### config.mk
export PLATFORM = sky130hd
export DESIGN_NAME = m01_frame_seq
export DESIGN_NICKNAME = d
export VERILOG_FILES = /design/src/rtl/m01_frame_seq_pkg.sv /design/src/rtl/m01_rowcol_cnt.sv /design/src/rtl/m01_frame_seq.sv
export SDC_FILE = /design/constraint.sdc
export NUM_CORES = 1
export LEC_CHECK = 0
export CAP_MARGIN = 30
export CORE_UTILIZATION = 65
export CTS_CLUSTER_SIZE = 12
export DETAILED_ROUTE_END_ITERATION = 16
export DONT_BUFFER_PORTS = 1
export GPL_ROUTABILITY_DRIVEN = 1
export PLACE_DENSITY_LB_ADDON = 0.2
export REMOVE_ABC_BUFFERS = 1
export SETUP_SLACK_MARGIN = 0.5
export SLEW_MARGIN = 20
export SYNTH_ARGS = -nofsm -noshare
export SYNTH_HDL_FRONTEND = slang
export SYNTH_SLANG_ARGS = --single-unit
### constraint.sdc
create_clock -name clk -period 4 [get_ports clk]
set_input_delay 0.4 -clock clk [delete_from_list [all_inputs] [get_ports clk]]
set_output_delay 0.4 -clock clk [all_outputs]
set_load 0.02 [all_outputs]
### src/rtl/m01_frame_seq_pkg.sv
// Shared types for the m01 frame sequencer: FSM encoding, row/col widths and
// the config sanity check used when a frame is started.
package m01_frame_seq_pkg;

  localparam int ROW_W = 11;
  localparam int COL_W = 8;

  typedef enum logic [2:0] {
    S_IDLE,
    S_CLEAR,
    S_READ,
    S_DRAIN,
    S_WAIT,
    S_DONE
  } state_t;

  // A frame with no rows or no bytes per row has nothing to read.
  function automatic logic cfg_bad(input logic [ROW_W-1:0] rows,
                                   input logic [COL_W-1:0] wpr);
    return (rows == '0) || (wpr == '0);
  endfunction

endpackage

### src/rtl/m01_rowcol_cnt.sv
// Row/column position counter for a raster of rows x wpr bytes.
// 'last' flags the final position of the frame at the current count.
module m01_rowcol_cnt
  import m01_frame_seq_pkg::*;
(
  input  logic             clk,
  input  logic             nrst,
  input  logic             clr,
  input  logic             adv,
  input  logic [ROW_W-1:0] rows,
  input  logic [COL_W-1:0] wpr,
  output logic [ROW_W-1:0] row,
  output logic             last
);

  logic [COL_W-1:0] col;
  logic             col_end;

  assign col_end = (col == wpr - COL_W'(1));
  assign last    = col_end && (row == rows - ROW_W'(1));

  always_ff @(posedge clk) begin
    if (!nrst || clr) begin
      row <= '0;
      col <= '0;
    end else if (adv) begin
      if (col_end) begin
        col <= '0;
        row <= row + ROW_W'(1);
      end else begin
        col <= col + COL_W'(1);
      end
    end
  end

endmodule

### src/rtl/m01_frame_seq.sv
// Frame sequencer for the 8-pixel binary first-moment calculator: fetches a
// binary frame from memory, tags each byte with its row and feeds the calculator.
module m01_frame_seq
  import m01_frame_seq_pkg::*;
#(
  parameter int ADDR_W  = 20,
  parameter int TMO_W   = 8,
  parameter int TMO_CYC = 64
)(
  input  logic              clk,
  input  logic              nrst,
  input  logic              start,
  input  logic [ADDR_W-1:0] cfg_base,
  input  logic [10:0]       cfg_rows,
  input  logic [7:0]        cfg_wpr,
  output logic              mem_rd,
  output logic [ADDR_W-1:0] mem_addr,
  input  logic              mem_gnt,
  input  logic              mem_rvalid,
  input  logic [7:0]        mem_rdata,
  output logic              cnt_en,
  output logic [10:0]       vcount,
  output logic [7:0]        pix_data,
  output logic              rd_done,
  input  logic              calc_done,
  output logic              busy,
  output logic              frame_done,
  output logic              err_tmo,
  output logic              err_cfg
);

  state_t            state;
  logic [ADDR_W-1:0] base_q;
  logic [ROW_W-1:0]  rows_q;
  logic [COL_W-1:0]  wpr_q;
  logic [TMO_W-1:0]  tmo_cnt;

  logic             cnt_clr, iss_adv, ret_adv;
  logic [ROW_W-1:0] iss_row, ret_row;
  logic             iss_last, ret_last;

  // Return pipe: stage 1 carries the row tag, stage 2 the pixel byte.
  logic [2:1]       vld_pipe;
  logic [7:0]       s1_data;
  logic             s1_last, s2_last;

  assign cnt_clr = (state == S_CLEAR);
  assign iss_adv = (state == S_READ) && mem_gnt;
  assign ret_adv = ((state == S_READ) || (state == S_DRAIN)) && mem_rvalid;

  m01_rowcol_cnt u_iss (
    .clk  (clk),
    .nrst (nrst),
    .clr  (cnt_clr),
    .adv  (iss_adv),
    .rows (rows_q),
    .wpr  (wpr_q),
    .row  (iss_row),
    .last (iss_last)
  );

  m01_rowcol_cnt u_ret (
    .clk  (clk),
    .nrst (nrst),
    .clr  (cnt_clr),
    .adv  (ret_adv),
    .rows (rows_q),
    .wpr  (wpr_q),
    .row  (ret_row),
    .last (ret_last)
  );

  // Only the issue side's last flag matters; its row index is informational.
  logic unused_iss_row;
  assign unused_iss_row = ^iss_row;

  always_ff @(posedge clk) begin
    if (!nrst) begin
      vld_pipe <= '0;
      s1_data  <= '0;
      s1_last  <= 1'b0;
      s2_last  <= 1'b0;
      vcount   <= '0;
      pix_data <= '0;
    end else begin
      vld_pipe <= {vld_pipe[1], ret_adv};
      s1_data  <= mem_rdata;
      s1_last  <= ret_last;
      s2_last  <= s1_last;
      if (ret_adv) vcount <= ret_row;
      pix_data <= vld_pipe[1] ? s1_data : 8'h00;
    end
  end

  assign rd_done = vld_pipe[2] && s2_last;

  always_ff @(posedge clk) begin
    if (!nrst) begin
      state      <= S_IDLE;
      base_q     <= '0;
      rows_q     <= '0;
      wpr_q      <= '0;
      tmo_cnt    <= '0;
      mem_rd     <= 1'b0;
      mem_addr   <= '0;
      cnt_en     <= 1'b0;
      busy       <= 1'b0;
      frame_done <= 1'b0;
      err_tmo    <= 1'b0;
      err_cfg    <= 1'b0;
    end else begin
      cnt_en     <= 1'b0;
      frame_done <= 1'b0;
      case (state)
        S_IDLE: begin
          if (start) begin
            base_q  <= cfg_base;
            rows_q  <= cfg_rows;
            wpr_q   <= cfg_wpr;
            busy    <= 1'b1;
            err_tmo <= 1'b0;
            if (cfg_bad(cfg_rows, cfg_wpr)) begin
              err_cfg    <= 1'b1;
              frame_done <= 1'b1;
              state      <= S_DONE;
            end else begin
              err_cfg <= 1'b0;
              cnt_en  <= 1'b1;
              state   <= S_CLEAR;
            end
          end
        end
        S_CLEAR: begin
          mem_addr <= base_q;
          mem_rd   <= 1'b1;
          state    <= S_READ;
        end
        S_READ: begin
          if (mem_gnt) begin
            mem_addr <= mem_addr + ADDR_W'(1);
            if (iss_last) begin
              mem_rd <= 1'b0;
              state  <= S_DRAIN;
            end
          end
        end
        S_DRAIN: begin
          if (rd_done) begin
            tmo_cnt <= '0;
            state   <= S_WAIT;
          end
        end
        S_WAIT: begin
          if (calc_done) begin
            frame_done <= 1'b1;
            state      <= S_DONE;
          end else if (tmo_cnt == TMO_W'(TMO_CYC - 1)) begin
            err_tmo    <= 1'b1;
            frame_done <= 1'b1;
            state      <= S_DONE;
          end else begin
            tmo_cnt <= tmo_cnt + TMO_W'(1);
          end
        end
        S_DONE: begin
          busy  <= 1'b0;
          state <= S_IDLE;
        end
        default: state <= S_IDLE;
      endcase
    end
  end

endmodule

Yosys cells after proc, flatten, opt, wreduce, memory -nomap -nowiden. Index checks and enable logic that the tools add are counted.

Register bits after elaboration: 145. Bits in latches: 0. Bits in writable memories: 0. ROM bits: 0. Output and inout port bits: 46. Logic and storage cells: 106. Memories: 0.

Add/subtract/negate cells: 8. Multiply operators: 0. Divide/modulo/power cells: 0. Magnitude comparators: 0. Equality and inequality tests: 18. Shifts and indexed selects: 0. Muxes and demuxes: 31. Bitwise gates (word level): 0. Reductions and logical operators: 27.

Operators by type and width (count): two-way mux 8 bit (5); case mux 20 bit (2 select lines) (1); adder 8 x 1 -> 8 bit (second input constant) (3); adder 11 x 1 -> 11 bit (second input constant) (2); == test 11 bit (2); two-way mux 3 bit (7); adder 20 x 1 -> 20 bit (second input constant) (1); two-way mux 20 bit (1); == test 8 bit (2); case mux 8 bit (2 select lines) (1); case mux 3 bit (5 select lines) (1); inequality test 2 bit (second input constant) (7); AND reduction 2 bit (6); zero test 11 bit (1); two-way mux 1 bit (11); subtractor 11 x 1 -> 11 bit (second input constant) (1); == test 8 x 6 -> 1 bit (second input constant) (1); zero test 8 bit (1); case mux 1 bit (2 select lines) (4); AND reduction 4 bit (2); nonzero test 2 bit (4); subtractor 8 x 1 -> 8 bit (second input constant) (1); == test 3 x 2 -> 1 bit (second input constant) (2); == test 3 bit (second input constant) (2); other kinds (8) (15).

Depth between registers and ports, before layout. Gate-level depths: netlist of run 1.

Depth after elaboration: 6. Mapped depth: 10. Gate-level depth less buffers: 8.

Hierarchy. A second synthesis of run 1 with hierarchy kept.

Cell total of the unflattened synthesis: 936. Area total of the unflattened synthesis: 7512.2 µm².

By module, submodules not included: m01_frame_seq (times used 1, cells an instance 551, area each 4486.8 µm²); m01_rowcol_cnt at u_iss (times used 1, cells an instance 203, area each 1574.0 µm²); m01_rowcol_cnt at u_ret (times used 1, cells an instance 182, area each 1451.4 µm²).

Worst setup path before layout of run 1. No wires, ideal clock.

Path kind: flip-flop to flip-flop. Start: register rows_q[0]. End: register s1_last. Setup time: 0.059 ns. Arrival: 2.339 ns. Slack: 1.603 ns. Cell stages (with the launch flop): 11. Cell sequence: dfxtp_1 clkbuf_1 inv_1 ha_1 or4b_1 clkbuf_1 nor3_1 xnor2_1 or4_1 nor4_1 o211a_1.

Longest elaborated chain between the ends: 3.

Ends and longest elaborated chain: start, declared (line m01_frame_seq.sv:34) `logic [ROW_W-1:0] rows_q;`; start signal, assigned (line m01_frame_seq.sv:118) `rows_q <= cfg_rows;`; subtractor 11 x 1 -> 11 bit (line m01_rowcol_cnt.sv:20) `assign last = col_end && (row == rows - ROW_W'(1));`; == test 11 bit (line m01_rowcol_cnt.sv:20); logical AND 1 bit (line m01_rowcol_cnt.sv:20); end signal, assigned (line m01_frame_seq.sv:88) `s1_last <= ret_last;`; end, declared (line m01_frame_seq.sv:45) `logic s1_last, s2_last;`.

No other way between the ends. A chain may end at the register's enable or synchronous reset.

Final worst setup path of run 1.
Start: register wpr_q[3]. End: register u_iss.col[2].

Longest elaborated chain between the ends: 3.

Ends and longest elaborated chain: start, declared (line m01_frame_seq.sv:35) `logic [COL_W-1:0] wpr_q;`; start signal, assigned (line m01_frame_seq.sv:119) `wpr_q <= cfg_wpr;`; subtractor 8 x 1 -> 8 bit (line m01_rowcol_cnt.sv:19) `assign col_end = (col == wpr - COL_W'(1));`; == test 8 bit (line m01_rowcol_cnt.sv:19); two-way mux 8 bit (line m01_rowcol_cnt.sv:27) `if (col_end) begin`; end signal, assigned (line m01_rowcol_cnt.sv:31) `col <= col + COL_W'(1);`; end, declared (line m01_rowcol_cnt.sv:16) `logic [COL_W-1:0] col;`.

No other way between the ends.

==> results.cfg, run 1 <==
[final_layout]
fill_cells = 716
n_antenna_cell = 0
seqCellArea_mm2 = 0.00290
final_cells = 1054
fin_nets = 967
multi_input_area_mm2 = 0.00395
drive_gt1_frac = 0.0556
syn_to_final_growth_pct = 14.4

[logic_synthesis]
ys.flop_type = dfxtp_1
synth-async-reset-ratio = 0
yosysMostFrequentCell = nand2_1
syn_area_per_cell_um2 = 7.99
yosysTopAreaCellShare = 0.408
synth_top_area_cell = dfxtp_1
synthTopCellsByArea = dfxtp_1, nand2_1, a21oi_1
netlist-cell-type-count = 62
ys.warnings.count = 0
syn_area_mm2 = 0.00712
synthCells = 891
yosys-top-cells-count = nand2_1, dfxtp_1, a21oi_1
seq_area_frac_synth = 0.408
synth_seq_cells = 145
synth-edff-count = 0

[cts]
clk_path_buf_depth = 2
clock-sinks = 145
cts.clk_slew.worst_paths_ns = 0.06
post_cts_resize_count = 0
cts_root_buffer = clkbuf_8
cts_tree = done
cts_max_level = 4
cts_buffers = 17
insertion_delay_ns = 0.53

[place]
dp_hpwl_um = 11500
gp_congestion = 0.900
port_buffers = 0
placedCellCount = 982

[sta]
max_slew.worst_pin.slew_ns = 0.832
whs_ns = 0.0103
slew_violations = 0
hold_violations = 0
skew_ns = 0.00571
setup_viol = 0
max_freq_mhz = 346
finalSetupTns_ns = 0
fin_crit_ns = 2.89
rsz0062_at_grt = false
timing.slew.headroom = 0.443
fin_crit_sh = 0.723

[critical_path]
cp.required_ns = 4.38
path_class = reg2reg
timing.critical_path.to_type = flip-flop
crit_fanout = 15
rr_startpoint = wpr_q[3]$_SDFFE_PN0P_
worstPathArrival_ns = 3.28
startpoint = wpr_q[3]$_SDFFE_PN0P_
start_kind = flip-flop

[power_and_ir_drop]
ir_drop_mv = 0.445
p_sw_mw = 0.973
p_sw_frac = 0.268
pwr-share-comb = 0.126
report.power.total_mw = 3.63
cellLeakagePower_nw = 2.98
pwr-share-seq = 0.438
p_int_mw = 2.66
power_frac_clock = 0.436
cellPowerDensity_mw_per_mm2 = 446

[global_routing]
grt_overflow = 0
antenna_found_initial = 0
grt_pass1_vias = 6225
track_usage = 0.329
grt_pass1_wl_um = 29600
grt_max_degree = 78

[routing]
vias = 6605
drt_iter0_markers = 406
routedWlPerCell_um = 17.4
drt-total-wl_um = 18300
ant_nets = 0
firstDrtPassIters = 5
avgViaCountPerCell = 6.27
drc = 0

[floorplanning]
die_h_um = 107
start_util = 0.680
rows = 37
fp.dieW_um = 107
io_pins = 99
die_area_mm2 = 0.0114
fp.coreArea_mm2 = 0.0105

[run_status]
outcome = finished, final reports clean

[min_path]
hp-start = cfg_base[12]
worstHoldPathType = in2reg

[run]
max-cap-violations = 0
==> per-layer routing <==
| layer | global-route usage | wire [um] | vias up |
|---|---|---|---|
| met1 | 0.384 | 7570 | 3136 |
| met4 | 0.146 | 473 | 0 |
| met5 | 0 | 0 | - |
| li1 | - | - | 3190 |
| met3 | 0.0815 | 1040 | 42 |
| met2 | 0.570 | 9210 | 237 |
==> sequential cells by signal, indices dropped and copies added, names as in the netlist, 8 cells and up <==
signal and count:
base_q 20, mem_addr 20, pix_data 8, rows_q 11
s1_data 8, tmo_cnt 8, u_iss.col 8, u_iss.row 11
u_ret.col 8, u_ret.row 11, vcount 11, wpr_q 8
==> final timing paths <==
kind	to	slack [ns]	cells after the start
worst min-delay path	base_q[12]$_SDFFE_PN0P_	0.01	2
worst max-delay path	u_iss.col[2]$_SDFFE_PP0P_	1.11	6
worst min register to register	base_q[9]$_SDFFE_PN0P_	0.45	2
worst max register to register	u_iss.col[2]$_SDFFE_PP0P_	1.11	6
==> cell type report <==
class,instances,share of cell area
tap,136,0.0209
inverter,15,0.00692
clock buffer,20,0.0535
clock inverter,11,0.0191
sequential,145,0.357
multi-input combinational,678,0.485
timing repair buffer,49,0.0579
==> worst max-delay path: stages, from the launching register on <==
cell and delay, ns:
dfxtp_1 0.39, or3_1 0.47, nor4_1 0.45, xnor3_1 0.25
nand3_1 0.39, nor3_1 0.67, nor3_1 0.12
==> kinds of logic after synthesis <==
| family | synth area share |
|---|---|
| compound gates | 0.160 |
| xor+xnor | 0.0877 |
| fa+ha+maj | 0.0141 |
| buf+inv | 0.0374 |
| flops | 0.408 |
| mux | 0.0100 |
| simple gates | 0.283 |
==> power by group through the flow <==
stage	Combinational (mW)	Clock [mW]	Sequential, mW
after detailed placement	0.409	0	1.62
after CTS	0.445	1.59	1.59
final	0.458	1.58	1.59
after global routing	0.503	1.65	1.59
after global placement	0.394	0	1.61
after floorplan	0.323	0	1.60
==> cells in the final DEF (no fill, tap or decap), types with 8 or more instances in the layout <==
| master | n |
|---|---|
| nand2_1 | 166 |
| dfxtp_1 | 145 |
| a21oi_1 | 96 |
| nor2_1 | 57 |
| dlygate4sd3_1 | 40 |
| o21ai_0 | 36 |
| nand3_1 | 31 |
| xor2_1 | 31 |
| xnor2_1 | 30 |
| nor3_1 | 25 |
| nand4_1 | 19 |
| and3_1 | 18 |
| or3_1 | 17 |
| clkbuf_16 | 16 |
| and2_1 | 15 |
| or4_1 | 14 |
| inv_1 | 13 |
| nor4_1 | 13 |
| o31ai_1 | 11 |
| a31oi_1 | 8 |
| ha_1 | 8 |
| buf_4 | 8 |
==> through the flow <==
| stage | cell area, um^2 | utilization | setup slack, ns |
|---|---|---|---|
| 6_report | 8140 | 0.778 | 1.11 |
| 5_1_grt | 8140 | 0.778 | 0.912 |
| 4_1_cts | 8120 | 0.776 | 1.14 |
| 3_5_place_dp | 7140 | 0.682 | 1.19 |
| 3_3_place_gp | 7140 | 0.682 | 1.31 |
| 2_1_floorplan | 6910 | - | 1.53 |
==> timing repair <==
action                                 CTS  global route
hold buffers                            39             1
buffers inserted                         0             0
endpoints found under the hold margin   42             1
No activity file was read; power rests on OpenSTA's default activity.
==> inputs of run 2 (changes only) <==
Settings changed: CORE_UTILIZATION 65 to 57.
Clock period 4 ns to 2.6 ns, I/O delays scaled along.
==> run 2 against run 1 <==
  * Largest cell class unchanged
  * Critical endpoint is now u_ret.row[0]$_SDFFE_PP0P_
  * Die area grew 14%
  * Utilization fell by 3.3 points
  * Global-route usage shrank 1.3 points
  * Worst hold slack improved by 0.017 ns
==> results.cfg, run 2 (synthesized netlist as in run 1, its figures left out) <==
[run_status]
outcome = finished, final reports clean

[place]
dpl_worst_slack_ns = -0.0207
gp_congestion = 0.888
port_buffers = 0
dp_hpwl_um = 12600

[min_path]
worstHoldPathType = in2reg
holdPathStages = 2
whs_endpoint = state[0]$_SDFFE_PN0P_
hp-start = nrst

[critical_path]
start_kind = flip-flop
path_class = reg2reg
cp.required_ns = 2.96
rr_startpoint = wpr_q[2]$_SDFFE_PN0P_
r2r_cells = 9
crit_fanout = 5
worstPathArrival_ns = 2.66
rrSetupSlack_ns = 0.31
timing.critical_path.to_type = flip-flop
reg2reg_to = u_ret.row[0]$_SDFFE_PP0P_
startpoint = wpr_q[2]$_SDFFE_PN0P_

[global_routing]
grt_max_degree = 45
grt_pass1_wl_um = 32400
track_usage = 0.316
antenna_found_initial = 0
grt_pass1_vias = 6712
grt_overflow = 0

[sta]
worst_slack_ns = 0.307
fin_crit_sh = 0.882
skew_ns = 0.00839
max_slew.worst_pin.slew_ns = 0.827
slew_violations = 0
timing.slew.headroom = 0.447
rsz0062_at_grt = true
whs_ns = 0.0270
setup_viol = 0
max_freq_mhz = 436
hold_violations = 0
fin_crit_ns = 2.29

[final_layout]
fill_cells = 905
n_antenna_cell = 0
syn_to_final_growth_pct = 26.8
fin_util = 0.745
mostFrequentLayoutCells = nand2_1, dfxtp_1, a21oi_1
drive_gt1_frac = 0.173
top_regs = base_q: 20 flops, mem_addr: 20 flops
fin_nets = 1015
layout_commonest_cell = nand2_1

[cts]
cts_max_level = 4
cts_buffers = 17
clock-sinks = 145
insertion_delay_ns = 0.43
cts_root_buffer = clkbuf_16
cts.clk_slew.worst_paths_ns = 0.06
clk_path_buf_depth = 2
cts_tree = done

[floorplanning]
fp.dieW_um = 114
die_area_mm2 = 0.0129
io_pins = 99
rows = 40
die_h_um = 114
start_util = 0.588
fp.coreArea_mm2 = 0.0121

[power_and_ir_drop]
cellPowerDensity_mw_per_mm2 = 631
ir_drop_mv = 0.593
report.power.total_mw = 5.69
cellLeakagePower_nw = 3.35

[run]
max-cap-violations = 0

[routing]
drt_iter0_markers = 572
routedWlPerCell_um = 18.1
avgViaCountPerCell = 6.10
firstDrtPassIters = 5
vias = 6918
drt-total-wl_um = 20600
ant_nets = 0
drc = 0
[run 2: changes by cell type in the layout (fill, tap and decap cells not counted), moves of 5 or more]
cell           previous run  this run
nor3_1                   25        18
dlygate4sd3_1            40        48
buf_6                     1         7
nand3_2                   0         5
buf_4                     8        38
dfxtp_1                 145       131
dfxtp_2                   0        12
nand3_1                  31        24
[run 2: how the worst max path moves through the flow]
stage / cells after the start / endpoint / slack [ns]
global route: 9 / u_ret.row[0]$_SDFFE_PP0P_ / 0.22
floorplan: 6 / u_iss.row[9]$_SDFFE_PP0P_ / 0.13
CTS: 7 / u_ret.row[10]$_SDFFE_PP0P_ / 0.39
finish: 9 / u_ret.row[0]$_SDFFE_PP0P_ / 0.31
global placement: 8 / mem_rd$_SDFFE_PN0P_ / 0.09
detailed placement: 8 / mem_rd$_SDFFE_PN0P_ / -0.02
[run 2: power by group]
part	switching, mW	total, mW	internal [mW]
Clock	0.959	2.30	1.34
Sequential	0.123	2.43	2.31
Combinational	0.537	0.962	0.424
[run 2: metal layers]
metal  track usage  share of wire
met2         0.551           0.50
met5             0              0
met1         0.372           0.40
met3        0.0744          0.063
met4         0.135          0.031
[run 2: repair_timing]
| item | 4_1_cts | 5_1_grt |
|---|---|---|
| setup buffers | 10 | 5 |
| hold endpoints to repair | 65 | 0 |
| resized for setup | 47 | 67 |
| gates cloned | 2 | 1 |
| hold buffers | 48 | 0 |
| endpoints found under the setup margin | 42 | 50 |
| pin swaps | 31 | 13 |
[run 2: through the flow]
stage	cell area (um^2)	cells	setup TNS, ns
floorplan	6910	838	0
global placement	7360	1037	0
detailed placement	7360	1037	-0.0330
CTS	8700	1128	0
global route	9030	1134	0
finish	9030	1134	0
[run 2: area by class of cell]
type                       count  area [um^2]  share of cell area
multi-input combinational    680         4400               0.487
timing repair buffer          95          885              0.0980
tap                          168          210              0.0233
clock buffer                  20          447              0.0495
sequential                   145         2930               0.324
inverter                      15         56.3             0.00624
clock inverter                11          108              0.0119
[run 2: worst max-delay path, stage by stage (launching register included)]
cell,delay (ns)
dfxtp_2,0.32
buf_4,0.16
nor3_2,0.34
xnor2_1,0.19
nor4_4,0.35
buf_6,0.18
nand3_4,0.10
buf_6,0.14
or3_4,0.33
a21oi_2,0.11
==> inputs of run 3 (changes only) <==
Settings changed: CORE_UTILIZATION 57 to 65.
Clock period 2.6 ns to 2.8 ns, I/O delays scaled along.
==> run 3 against run 2 <==
  * Sequential cell count unchanged
  * Clock power down 10%
  * Critical path type unchanged
  * Combinational power down 12%
  * Worst hold slack better by 0.042 ns
  * Design area down 2.7%
  * First-iteration DRC count up 26%
  * Routed wire length up 7.1%
  * Register-to-register slack better by 0.10 ns
==> results.cfg, run 3 (synthesized netlist as in run 1, its figures left out) <==
[cts]
insertion_delay_ns = 0.55
cts.clk_slew.worst_paths_ns = 0.06
cts_tree = done
cts_buffers = 17
cts_root_buffer = clkbuf_8
cts_max_level = 4
clk_path_buf_depth = 2
clock-sinks = 145

[routing]
ant_nets = 0
routedWlPerCell_um = 20.1
avgViaCountPerCell = 6.50
firstDrtPassIters = 6
drt_iter0_markers = 721
vias = 7111
drt-total-wl_um = 22000
drc = 0

[sta]
hold_violations = 0
fin_crit_sh = 0.854
finalSetupTns_ns = 0
skew_ns = 0.00832
max_freq_mhz = 418
slew_violations = 0
setup_viol = 0
timing.slew.headroom = 0.379
fin_crit_ns = 2.39
rsz0062_at_grt = true
max_slew.worst_pin.slew_ns = 0.928

[final_layout]
top_regs = base_q: 20 flops, mem_addr: 20 flops
layout_commonest_cell = nand2_1
drive_gt1_frac = 0.154
mostFrequentLayoutCells = nand2_1, dfxtp_1, a21oi_1
final_cells = 1094
n_antenna_cell = 0
fill_cells = 600
syn_to_final_growth_pct = 23.4
multi_input_area_mm2 = 0.00432
fin_nets = 1006
seqCellArea_mm2 = 0.00293
fin_area_mm2 = 0.00879

[floorplanning]
start_util = 0.680
fp.coreArea_mm2 = 0.0105
die_area_mm2 = 0.0114
rows = 37
die_h_um = 107
io_pins = 99
fp.dieW_um = 107

[place]
dp_hpwl_um = 12300
gp_congestion = 0.906
placedCellCount = 993
port_buffers = 0
place_area_mm2 = 0.00722

[power_and_ir_drop]
pwr-share-seq = 0.439
power_frac_clock = 0.397
report.power.total_mw = 5.18
pwr-share-comb = 0.164
cellPowerDensity_mw_per_mm2 = 589
p_int_mw = 3.63
ir_drop_mv = 0.631
p_sw_frac = 0.299
cellLeakagePower_nw = 3.21
p_sw_mw = 1.55

[run]
max-cap-violations = 0

[global_routing]
grt_overflow = 0
grt_max_degree = 46
grt_pass1_wl_um = 32300
track_usage = 0.362
antenna_found_initial = 0
grt_pass1_vias = 6684

[critical_path]
r2r_cells = 10
timing.critical_path.to_type = flip-flop
slowest_stage = dfxtp_4
worstPathArrival_ns = 2.81
max_stage_delay_ns = 0.38
start_kind = flip-flop
path_class = reg2reg
path_cells = inv_2 -> ha_4 -> nor3b_4 -> xnor2_2 -> nor4_4 -> buf_6 -> buf_4 -> nand3_4 -> o31ai_2 -> a21oi_2
cp.required_ns = 3.21
crit_fanout = 6

[min_path]
worstHoldPathType = in2reg
holdPathStages = 2

[run_status]
outcome = finished, final reports clean
==> run 3: per-stage QoR <==
| stage | setup WS, ns | hold slack (ns) | utilization |
|---|---|---|---|
| after floorplan | 0.332 | 0.402 | - |
| after global placement | 0.213 | 0.406 | 0.690 |
| after global routing | 0.341 | 0.0848 | 0.840 |
| after CTS | 0.497 | 0.0682 | 0.806 |
| final | 0.409 | 0.0693 | 0.840 |
| after detailed placement | 0.131 | 0.407 | 0.690 |
==> run 3: timing repair <==
action	4_1_cts	5_1_grt
gates cloned	2	1
endpoints found under the setup margin	30	42
pin swaps	11	17
hold buffers	50	0
endpoints found under the hold margin	69	0
resized for setup	29	63
buffers inserted	8	8
==> run 3: final cells by class <==
class / count / area share
clock buffers: 19 / 0.0491
clock inverters: 13 / 0.0117
inverters: 15 / 0.00641
multi-input cells: 681 / 0.492
flip-flops and latches: 145 / 0.334
well taps: 136 / 0.0194
repair buffers: 85 / 0.0882
==> run 3: worst paths after layout <==
check	start	end	slack [ns]
setup reg to reg	wpr_q[0]$_SDFFE_PN0P_	u_ret.row[4]$_SDFFE_PP0P_	0.41
hold reg to reg	base_q[2]$_SDFFE_PN0P_	base_q[2]$_SDFFE_PN0P_	0.46
setup / recovery	wpr_q[0]$_SDFFE_PN0P_	u_ret.row[4]$_SDFFE_PP0P_	0.41
hold / removal	nrst	tmo_cnt[2]$_SDFFE_PN0P_	0.07
==> run 3: routing by layer <==
layer / part of all wire / GRT usage / wire, um / vias up
li1: - / - / - / 3283
met1: 0.37 / 0.404 / 8220 / 3362
met2: 0.51 / 0.632 / 11300 / 378
met3: 0.077 / 0.104 / 1700 / 88
met4: 0.039 / 0.173 / 862 / 0
met5: 0 / 0 / 0 / -
==> run 3: critical path, delay by kind of cell, from the launching register on <==
family / cells / cell delay, ns
AND/OR/NAND/NOR: 3 / 0.76
AO/OA/AOI/OAI: 2 / 0.42
buffers and inverters: 3 / 0.41
flip-flops: 1 / 0.38
adder cells (fa/ha/maj): 1 / 0.16
XOR/XNOR: 1 / 0.13
==> run 3: power by group through the flow <==
stage | sequential [mW] | combinational (mW) | clock (mW)
6_report | 2.27 | 0.850 | 2.06
5_1_grt | 2.28 | 0.908 | 2.15
4_1_cts | 2.26 | 0.737 | 2.05
3_5_place_dp | 2.31 | 0.609 | 0
3_3_place_gp | 2.30 | 0.592 | 0
2_1_floorplan | 2.28 | 0.461 | 0
